**src/rtl/spi_pkg.sv**
```systemverilog
// spi_pkg: shared FSM states, header marker and header field layout for chan_fifo_arb
package spi_pkg;
  typedef enum logic [1:0] {
    IDLE = 2'd0,
    ARB  = 2'd1,
    HDR  = 2'd2,
    DATA = 2'd3
  } state_t;
  localparam logic [3:0] HDR_MARK     = 4'hA;
  localparam int         HDR_W        = 16;
  localparam int         HDR_MARK_LSB = 12;
  localparam int         HDR_CH_LSB   = 8;
  localparam int         HDR_CNT_LSB  = 0;
  function automatic logic [HDR_W-1:0] mk_hdr(input logic [3:0] ch, input logic [7:0] cnt);
    logic [HDR_W-1:0] h;
    h = '0;
    h[HDR_MARK_LSB +: 4] = HDR_MARK;
    h[HDR_CH_LSB +: 4]   = ch;
    h[HDR_CNT_LSB +: 8]  = cnt;
    return h;
  endfunction
endpackage

```
**src/rtl/chan_fifo_arb_rr_arb.sv**
```systemverilog
// rr_arb: round-robin priority encoder returning the first set req at or after ptr
//   req : request vector, ptr : search start index
//   gnt : granted index (ptr when nothing requests), any : some request present
module rr_arb #(
  parameter int N  = 4,
  parameter int PW = $clog2(N)
) (
  input  logic [N-1:0]  req,
  input  logic [PW-1:0] ptr,
  output logic [PW-1:0] gnt,
  output logic          any
);
  // Scan downward so the smallest offset from ptr wins; PW-bit addition wraps since N is a power of 2.
  always_comb begin
    gnt = ptr;
    any = 1'b0;
    for (int k = N - 1; k >= 0; k--) begin
      if (req[ptr + PW'(k)]) begin
        gnt = ptr + PW'(k);
        any = 1'b1;
      end
    end
  end
endmodule

```
**src/rtl/chan_fifo_arb.sv**
```systemverilog
// chan_fifo_arb: round-robin packetizer draining per-channel show-ahead FIFOs into one stream
//   clk, rst_n          : clock, asynchronous active-low reset
//   pk_sz, flush        : words per packet (0 stops grants), pulse to drain partial packets
//   ch_empty/usedw/data : per-channel FIFO status and head word; ch_rd pops the granted FIFO
//   out_data/valid/last : header word then packet words, handshaken with out_ready
//   busy, cur_ch        : packet in progress, last granted channel
module chan_fifo_arb
  import spi_pkg::*;
#(
  parameter int NCH = 4,
  parameter int DW  = 16,
  parameter int CW  = 8
) (
  input  logic                     clk,
  input  logic                     rst_n,
  input  logic [7:0]               pk_sz,
  input  logic                     flush,
  input  logic [NCH-1:0]           ch_empty,
  input  logic [NCH*CW-1:0]        ch_usedw,
  input  logic [NCH*DW-1:0]        ch_data,
  output logic [NCH-1:0]           ch_rd,
  output logic [DW-1:0]            out_data,
  output logic                     out_valid,
  input  logic                     out_ready,
  output logic                     out_last,
  output logic                     busy,
  output logic [$clog2(NCH)-1:0]   cur_ch
);
  localparam int PW = $clog2(NCH);
  localparam int MW = CW > 8 ? CW : 8;
  state_t            state_q, state_d;
  logic [PW-1:0]     cur_ch_q, cur_ch_d, rr_ptr_q, rr_ptr_d, gnt;
  logic [7:0]        cnt_q, cnt_d;
  logic              flush_pend_q, flush_pend_d;
  logic [NCH-1:0]    elig;
  logic [MW-1:0]     usedw [NCH];
  logic [DW-1:0]     head;
  logic              any, accept;

  always_comb begin
    for (int i = 0; i < NCH; i++) begin
      usedw[i] = MW'(ch_usedw[i*CW +: CW]);
      elig[i]  = (pk_sz != 8'd0) && (flush_pend_q ? !ch_empty[i] : usedw[i] >= MW'(pk_sz));
    end
  end

  rr_arb #(.N(NCH), .PW(PW)) u_rr (
    .req (elig),
    .ptr (rr_ptr_q),
    .gnt (gnt),
    .any (any)
  );

  always_comb begin
    head = '0;
    for (int i = 0; i < NCH; i++) head = cur_ch_q == PW'(i) ? ch_data[i*DW +: DW] : head;
  end

  assign busy      = state_q != IDLE;
  assign out_valid = state_q == HDR || (state_q == DATA && !ch_empty[cur_ch_q]);
  assign out_last  = state_q == DATA && cnt_q == 8'd1;
  assign out_data  = state_q == HDR ? DW'(mk_hdr(4'(cur_ch_q), cnt_q)) : state_q == DATA ? head : '0;
  assign accept    = state_q == DATA && out_valid && out_ready;
  assign ch_rd     = accept ? NCH'(1) << cur_ch_q : '0;
  assign cur_ch    = cur_ch_q;

  always_comb begin
    state_d      = state_q;
    cur_ch_d     = cur_ch_q;
    rr_ptr_d     = rr_ptr_q;
    cnt_d        = cnt_q;
    // A flush pulse always wins over the empty-in-IDLE clear.
    flush_pend_d = flush | (flush_pend_q & !(state_q == IDLE && &ch_empty));
    unique case (state_q)
      IDLE: state_d = |elig ? ARB : IDLE;
      ARB: begin
        state_d  = any ? HDR : IDLE;
        cur_ch_d = any ? gnt : cur_ch_q;
        // Flush drains whatever is buffered, capped at one packet.
        cnt_d    = !any ? cnt_q :
                   (flush_pend_q && usedw[gnt] < MW'(pk_sz)) ? usedw[gnt][7:0] : pk_sz;
      end
      HDR: state_d = out_ready ? DATA : HDR;
      DATA: begin
        cnt_d    = accept ? cnt_q - 8'd1 : cnt_q;
        state_d  = accept && cnt_q == 8'd1 ? IDLE : DATA;
        rr_ptr_d = accept && cnt_q == 8'd1 ? cur_ch_q + PW'(1) : rr_ptr_q;
      end
      default: state_d = IDLE;
    endcase
  end

  always_ff @(posedge clk or negedge rst_n) begin
    if (!rst_n) begin
      state_q      <= IDLE;
      cur_ch_q     <= '0;
      rr_ptr_q     <= '0;
      cnt_q        <= '0;
      flush_pend_q <= 1'b0;
    end else begin
      state_q      <= state_d;
      cur_ch_q     <= cur_ch_d;
      rr_ptr_q     <= rr_ptr_d;
      cnt_q        <= cnt_d;
      flush_pend_q <= flush_pend_d;
    end
  end
endmodule

```
**config.mk**
```make
export PLATFORM = sky130hd
export DESIGN_NAME = chan_fifo_arb
export DESIGN_NICKNAME = d
export VERILOG_FILES = /design/src/rtl/spi_pkg.sv /design/src/rtl/chan_fifo_arb_rr_arb.sv /design/src/rtl/chan_fifo_arb.sv
export SDC_FILE = /design/constraint.sdc
export NUM_CORES = 1
export LEC_CHECK = 0
export CORE_MARGIN = 2
export CORE_UTILIZATION = 25
export CTS_CLUSTER_DIAMETER = 50
export DETAILED_ROUTE_END_ITERATION = 10
export PLACE_DENSITY_LB_ADDON = 0.1
export SYNTH_ARGS = -nofsm -noshare
export SYNTH_HDL_FRONTEND = slang
export SYNTH_HIERARCHICAL = 1
export SYNTH_SLANG_ARGS = --single-unit
export TNS_END_PERCENT = 30
```
**constraint.sdc**
```tcl
create_clock -name clk -period 6.8 [get_ports clk]
set_input_delay 1.36 -clock clk [delete_from_list [all_inputs] [get_ports clk]]
set_output_delay 1.36 -clock clk [all_outputs]
set_load 0.02 [all_outputs]
```
=== Word level (Yosys, flattened, before mapping) ===
Index checks and enable logic that the tools add are counted.
Widths: inputs -> output; s select.

* Bitwise logic cells: 3
* Multiply operators: 0
* Shift operators: 1
* Muxes and demuxes: 41
* Add/subtract/negate cells: 5
* Equality and inequality tests: 9
* Magnitude comparators: 11
* Reduce and logical (&&, ||, !) cells: 28
* Divide/modulo/power cells: 0

{| class="wikitable"
|+ Operators with widths
! cell !! number
|-
| $mux 16 || 6
|-
| $mux 8 || 5
|-
| $ge 8x8->1 || 4
|-
| $bmux 8 s2 || 1
|-
| $pmux 8 s2 || 1
|-
| $lt 2x3->1 const B || 5
|-
| $mux 1 || 15
|-
| $mux 2 || 6
|-
| $logic_and 1x1->1 || 11
|-
| $bmux 1 s2 || 5
|-
| $eq 2x2->1 const B || 4
|-
| $eq 8x1->1 const B || 1
|-
| $lt 8x8->1 || 1
|-
| $pmux 2 s4 || 1
|-
| $reduce_bool 8->1 || 1
|-
| $sub 8x1->8 const B || 1
|-
| $logic_not 1->1 || 6
|-
| $add 2x1->2 const B || 2
|-
| $add 2x2->2 const B || 2
|-
| $eq 2x1->1 const B || 2
|-
| $logic_not 2->1 || 2
|-
| $mux 4 || 1
|-
| $ne 2x2->1 const B || 2
|-
| $reduce_and 2->1 || 2
|-
| other kinds (10) || 11
|}

* Word-level logic and storage cells: 103
* Memories kept: 0
* Bits in latches: 0
* Memory bits (writable): 0
* Register bits: 15
* ROM bits: 0
* Output and inout bits: 25

=== Logic depth before layout (Yosys ltp) ===
* Depth after elaboration: 18
* Mapped depth: 19

=== Cells and area by module ===
The synthesis kept the hierarchy.

{| class="wikitable"
|+ By module, submodules not included
! module !! instances !! area each (µm²) !! cells an instance !! seq. area each (µm²)
|-
| chan_fifo_arb || 1 || 2721.4 || 337 || 375.4
|-
| rr_arb || 1 || 100.1 || 16 || 0.0
|}

=== Worst setup path before layout ===
OpenSTA, ideal clock, no wires.

* Kind: input to register
* Start: in pk_sz[2]
* End: reg cnt_q[3]
* Setup slack: 1.796 ns
* Stages on the path: 19
* Path buffers: 1
* Arrival time: 4.910 ns
* Required time: 6.706 ns
* Library setup time: 0.094 ns
* Cells stage by stage: inv_1 -> ha_1 -> a21oi_1 -> o21ai_0 -> a41oi_1 -> o21ai_1 -> and2_1 -> and2b_1 -> o21ai_0 -> o221a_2 -> buf_6 -> mux4_2 -> ha_1 -> a21o_1 -> a21o_1 -> a21oi_1 -> o31ai_4 -> mux2i_1 -> a221oi_2

* Longest elaborated chain between the ends: 18
* Elaborated cells between the ends (all ways): 40

{| class="wikitable"
|+ RTL lines
! item !! line !! text
|-
| start, declared || chan_fifo_arb.sv:16 || <nowiki>input logic [7:0] pk_sz,</nowiki>
|-
| $ge 8x8->1 || chan_fifo_arb.sv:43 || <nowiki>elig[i] = (pk_sz != 8'd0) && (flush_pend_q ? !ch_empty[i] : usedw[i] >= MW'(pk_sz));</nowiki>
|-
| $mux 1 || chan_fifo_arb.sv:43 ||
|-
| $logic_and 1x1->1 (*) || chan_fifo_arb.sv:43 ||
|-
| via elig[2] || chan_fifo_arb.sv:35 || <nowiki>logic [NCH-1:0] elig;</nowiki>
|-
| $bmux 1 s2 || chan_fifo_arb_rr_arb.sv:18 || <nowiki>if (req[ptr + PW'(k)]) begin</nowiki>
|-
| $mux 1 (implied by the code) || chan_fifo_arb_rr_arb.sv:18 ||
|-
| $mux 2 (3 in series) || chan_fifo_arb_rr_arb.sv:18 ||
|-
| $mux 2 (*) || chan_fifo_arb_rr_arb.sv:18 ||
|-
| via gnt[0] || chan_fifo_arb.sv:32 || <nowiki>logic [PW-1:0] cur_ch_q, cur_ch_d, rr_ptr_q, rr_ptr_d, gnt;</nowiki>
|-
| $not 2->3 (implied by the code) (*) || chan_fifo_arb.sv:81 || <nowiki>(flush_pend_q && usedw[gnt] < MW'(pk_sz)) ? usedw[gnt][7:0] : pk_sz;</nowiki>
|-
| $bmux 8 s2 (*) || chan_fifo_arb.sv:81 ||
|-
| $mux 8 (implied by the code) (*) (2 in series) || chan_fifo_arb.sv:81 ||
|-
| $lt 8x8->1 || chan_fifo_arb.sv:81 ||
|-
| $logic_and 1x1->1 || chan_fifo_arb.sv:81 ||
|-
| $mux 8 (*) || chan_fifo_arb.sv:81 ||
|-
| $mux 8 (*) || chan_fifo_arb.sv:80 || <nowiki>cnt_d = !any ? cnt_q :</nowiki>
|-
| $pmux 8 s2 (*) || chan_fifo_arb.sv:74 || <nowiki>unique case (state_q)</nowiki>
|-
| end signal, assigned || chan_fifo_arb.sv:104 || <nowiki>cnt_q <= cnt_d;</nowiki>
|-
| end, declared || chan_fifo_arb.sv:33 || <nowiki>logic [7:0] cnt_q, cnt_d;</nowiki>
|}

The timed path passes the listed nets; every way through them passes the cells marked *. The select of a mux whose other input is x is not followed.
A chain may end at the register's enable or synchronous reset.

=== Final worst setup path ===
* Start: in pk_sz[2]
* End: reg cnt_q[7]

The elaborated chain is that of the path after synthesis.

==> impl_metrics.yaml <==
clocking:
  cts_tree: "built"
  postCtsSetupRepairBufs: 0
  h-tree-depth: 1
  cts_buffers: 3
  clockBufferDepth: 2
  cts_hold_buffers: 0
  clkTransAtPathRegs_ns: 0.05
  clock-root-buffer: "clkbuf_16"
  cts.sinks: 15
  cts_resized: 0
  insertion_delay_ns: 0.25
global_routing:
  gr-total-overflow: 0
  grt_pass1_wl_microns: 16770
  busiest_layer: "met2"
  grt_use_met2_pct: 31.68
  grt_antenna_before_repair: 0
  gr-usage-met3_pct: 2.116
  grt_pass1_vias: 3258
  grt_use_total_pct: 17.70
  grt_max_degree: 34
  use_met1_pct: 22.61
timing:
  finalCritPeriodShare_pct: 87.53
  grt_setup_unrepaired: "false"
  period_minus_slack_ns: 5.952
  finalSetupTns_ns: 0
  hold_viol_final: 0
  layout_setup_ws_ns: 0.8478
  slew_headroom_pct: 19.85
  worstMarginPinSlew_ns: 1.200
  clock_skew_ns: 0.003369
  setup_viol: 0
  drv_slew: 0
  fmax_ghz: 0.1680
job:
  maxCapViolCount: 0
drt:
  num_vias: 3186
  dr.pass1.iters: 4
  drt_iter0_drc: 141
  via_per_inst: 5.197
  detail_route.wl_per_cell_microns: 17.81
  final_antenna_net_count: 0
  drc: 0
  detail_route.wirelength_microns: 10920
synth:
  async_flop_share_pct: 100.0
  yosysSeqAreaShare_pct: 13.30
  synth_xor_area_share_pct: 0
  synth_compound_area_share_pct: 29.80
  synth.area.mux_share_pct: 10.42
  synth_flop_cell: "dfrtp_1"
  syn_inst: 353
  synth-edff-count: 0
  synthAdderAreaFrac_pct: 19.96
  ys_types: 52
  syn_area_per_cell_sq_um: 7.993
  netlist_area_sq_mm: 0.002821
  synth-simple-area-share_pct: 21.29
  yosys_warnings: 6
  syn_nets: 510
  ys_ff_latch: 15
  synth_top_family_by_area: "compound AO/OA/AOI/OAI gates"
finish:
  layout.nets: 631
  areaGrowthSynthToFinish_pct: 54.46
  antennaDiodeCount: 0
  stdcell_count: 613
  layout_common_cells: "136 x clkdlybuf4s50_1, 45 x ha_1, 40 x nand2_1"
  final_core_util_pct: 39.85
  drive_above_1_share_pct: 4.863
  final_common_cell: "clkdlybuf4s50_1"
floorplan:
  ios: 137
  initial_core_util_pct: 25.80
  coreArea_sq_mm: 0.01094
  fp-row-count: 38
  dieWidth_microns: 110.2
  dieHeight_microns: 110.2
  die_area_sq_mm: 0.01215
critical_path:
  cp_cell_sequence: "clkdlybuf4s50_1 -> inv_1 -> ha_1 -> nand2_1 -> o21ai_0 -> a41oi_1 -> o21ai_1 -> and2b_2 -> o21ai_0 -> o221a_2 -> mux4_2 -> ha_1 -> nand4_1 -> o31ai_4 -> mux2i_1 -> o221ai_1"
  setup.worst_path.end_class: "register"
  cp-start-kind: "primary input"
  worstPathRequired_ns: 6.92
  max_stage_delay_ns: 0.57
  crit_slowest_cell: "mux4_2"
  worstSetupPathType: "in2reg"
  critPathMaxFanout: 9
  arrival_ns: 6.07
power_and_ir_drop:
  leakage_nw: 1.817
  powerDensity_mw_per_mm2: 339.0
  peakVddDrop_v: 0.0002235
  total_power_mw: 1.477
hold_path:
  min_path_type: "reg2reg"
outcome:
  status: "complete, no violations"
place:
  dp.cells: 609
  place_congestion: 0.7810
  numPortBuffers: 136
  hpwl_microns: 9121
  pre_cts_ws_ns: 0.5940
## state kept, by name, summed over array words and instances, names as in the netlist
name / flops
flush_pend_q: 1
rr_ptr_q: 2
cnt_q: 8
state_q: 2
cur_ch: 2
## worst paths after layout
kind / startpoint / endpoint / slack [ns] / cells past startpoint
hold / removal: rr_ptr_q[0]$_DFFE_PN0P_ / rr_ptr_q[0]$_DFFE_PN0P_ / 0.56 / 2
max in group asynchronous: rst_n / cnt_q[2]$_DFFE_PN0P_ / 4.79 / 1
setup / recovery: pk_sz[2] / cnt_q[7]$_DFFE_PN0P_ / 0.85 / 16
min in group asynchronous: rst_n / flush_pend_q$_DFF_PN0_ / 1.54 / 1
hold reg to reg: rr_ptr_q[0]$_DFFE_PN0P_ / rr_ptr_q[0]$_DFFE_PN0P_ / 0.56 / 2
setup reg to reg: flush_pend_q$_DFF_PN0_ / cnt_q[7]$_DFFE_PN0P_ / 2.45 / 12
## power by group
group	internal [mW]	switching, mW
registers	0.125	0.0934
logic	0.546	0.598
clock network	0.0785	0.0359
total	0.749	0.728
## per-layer routing
metal	share of wire (%)	wire length, microns	vias up
met2	47	5078	107
met3	6.6	723	8
met5	0	0	-
met1	45	4963	1476
met4	1.4	150	0
li1	-	-	1595
## final cells by class
| type | count | area [sq um] |
|---|---|---|
| Tap cell | 140 | 175.2 |
| Fill cell | 1160 | 6578 |
| Clock inverter | 1 | 5.005 |
| Clock buffer | 3 | 75.07 |
| Sequential cell | 15 | 375.4 |
| Timing Repair Buffer | 137 | 1369 |
| Multi-Input combinational cell | 301 | 2298 |
| Inverter | 16 | 60.06 |
## cells in the mapped netlist, drive strengths merged, types with 5 or more instances
| master | instances | share of area (%) |
|---|---|---|
| clkbuf | 17 | 2.3 |
| a22oi | 14 | 3.7 |
| o211ai | 10 | 2.7 |
| nor2b | 12 | 2.7 |
| nand3 | 9 | 1.6 |
| mux2i | 8 | 2.8 |
| nand2 | 40 | 5.3 |
| nor3 | 9 | 1.6 |
| inv | 16 | 2.1 |
| ha | 45 | 20 |
| nor2 | 21 | 2.8 |
| a21oi | 32 | 5.8 |
| mux4 | 9 | 7.2 |
| and2 | 5 | 1.1 |
| a221oi | 8 | 2.9 |
| o211a | 10 | 3.5 |
| dfrtp | 15 | 13 |
| o21ai | 20 | 3.5 |
## worst max-delay path, delay by kind of cell
family,cells,cell delay (ns)
AOI/OAI and AO/OA,7,2.07
adders and majority gates,2,0.65
buffers and inverters,2,0.62
muxes,2,0.86
and+or+nand+nor,3,0.49
## stage by stage
step | instance area, sq um | hold WS, ns
after detailed placement | 4278 | 0.5383
final | 4358 | 0.5599
after global routing | 4358 | 0.5902
after CTS | 4358 | 0.5601
after floorplan | 2821 | 0.4799
after global placement | 4278 | 0.5335
## cells by family (layout without fill, tap and decap cells)
family,count (synthesis),count (layout)
compound gates,118,118
flops,15,15
simple gates,120,120
mux,18,18
fa+ha+maj,45,45
buf+inv,37,157
No activity file was read; power rests on OpenSTA's default activity.
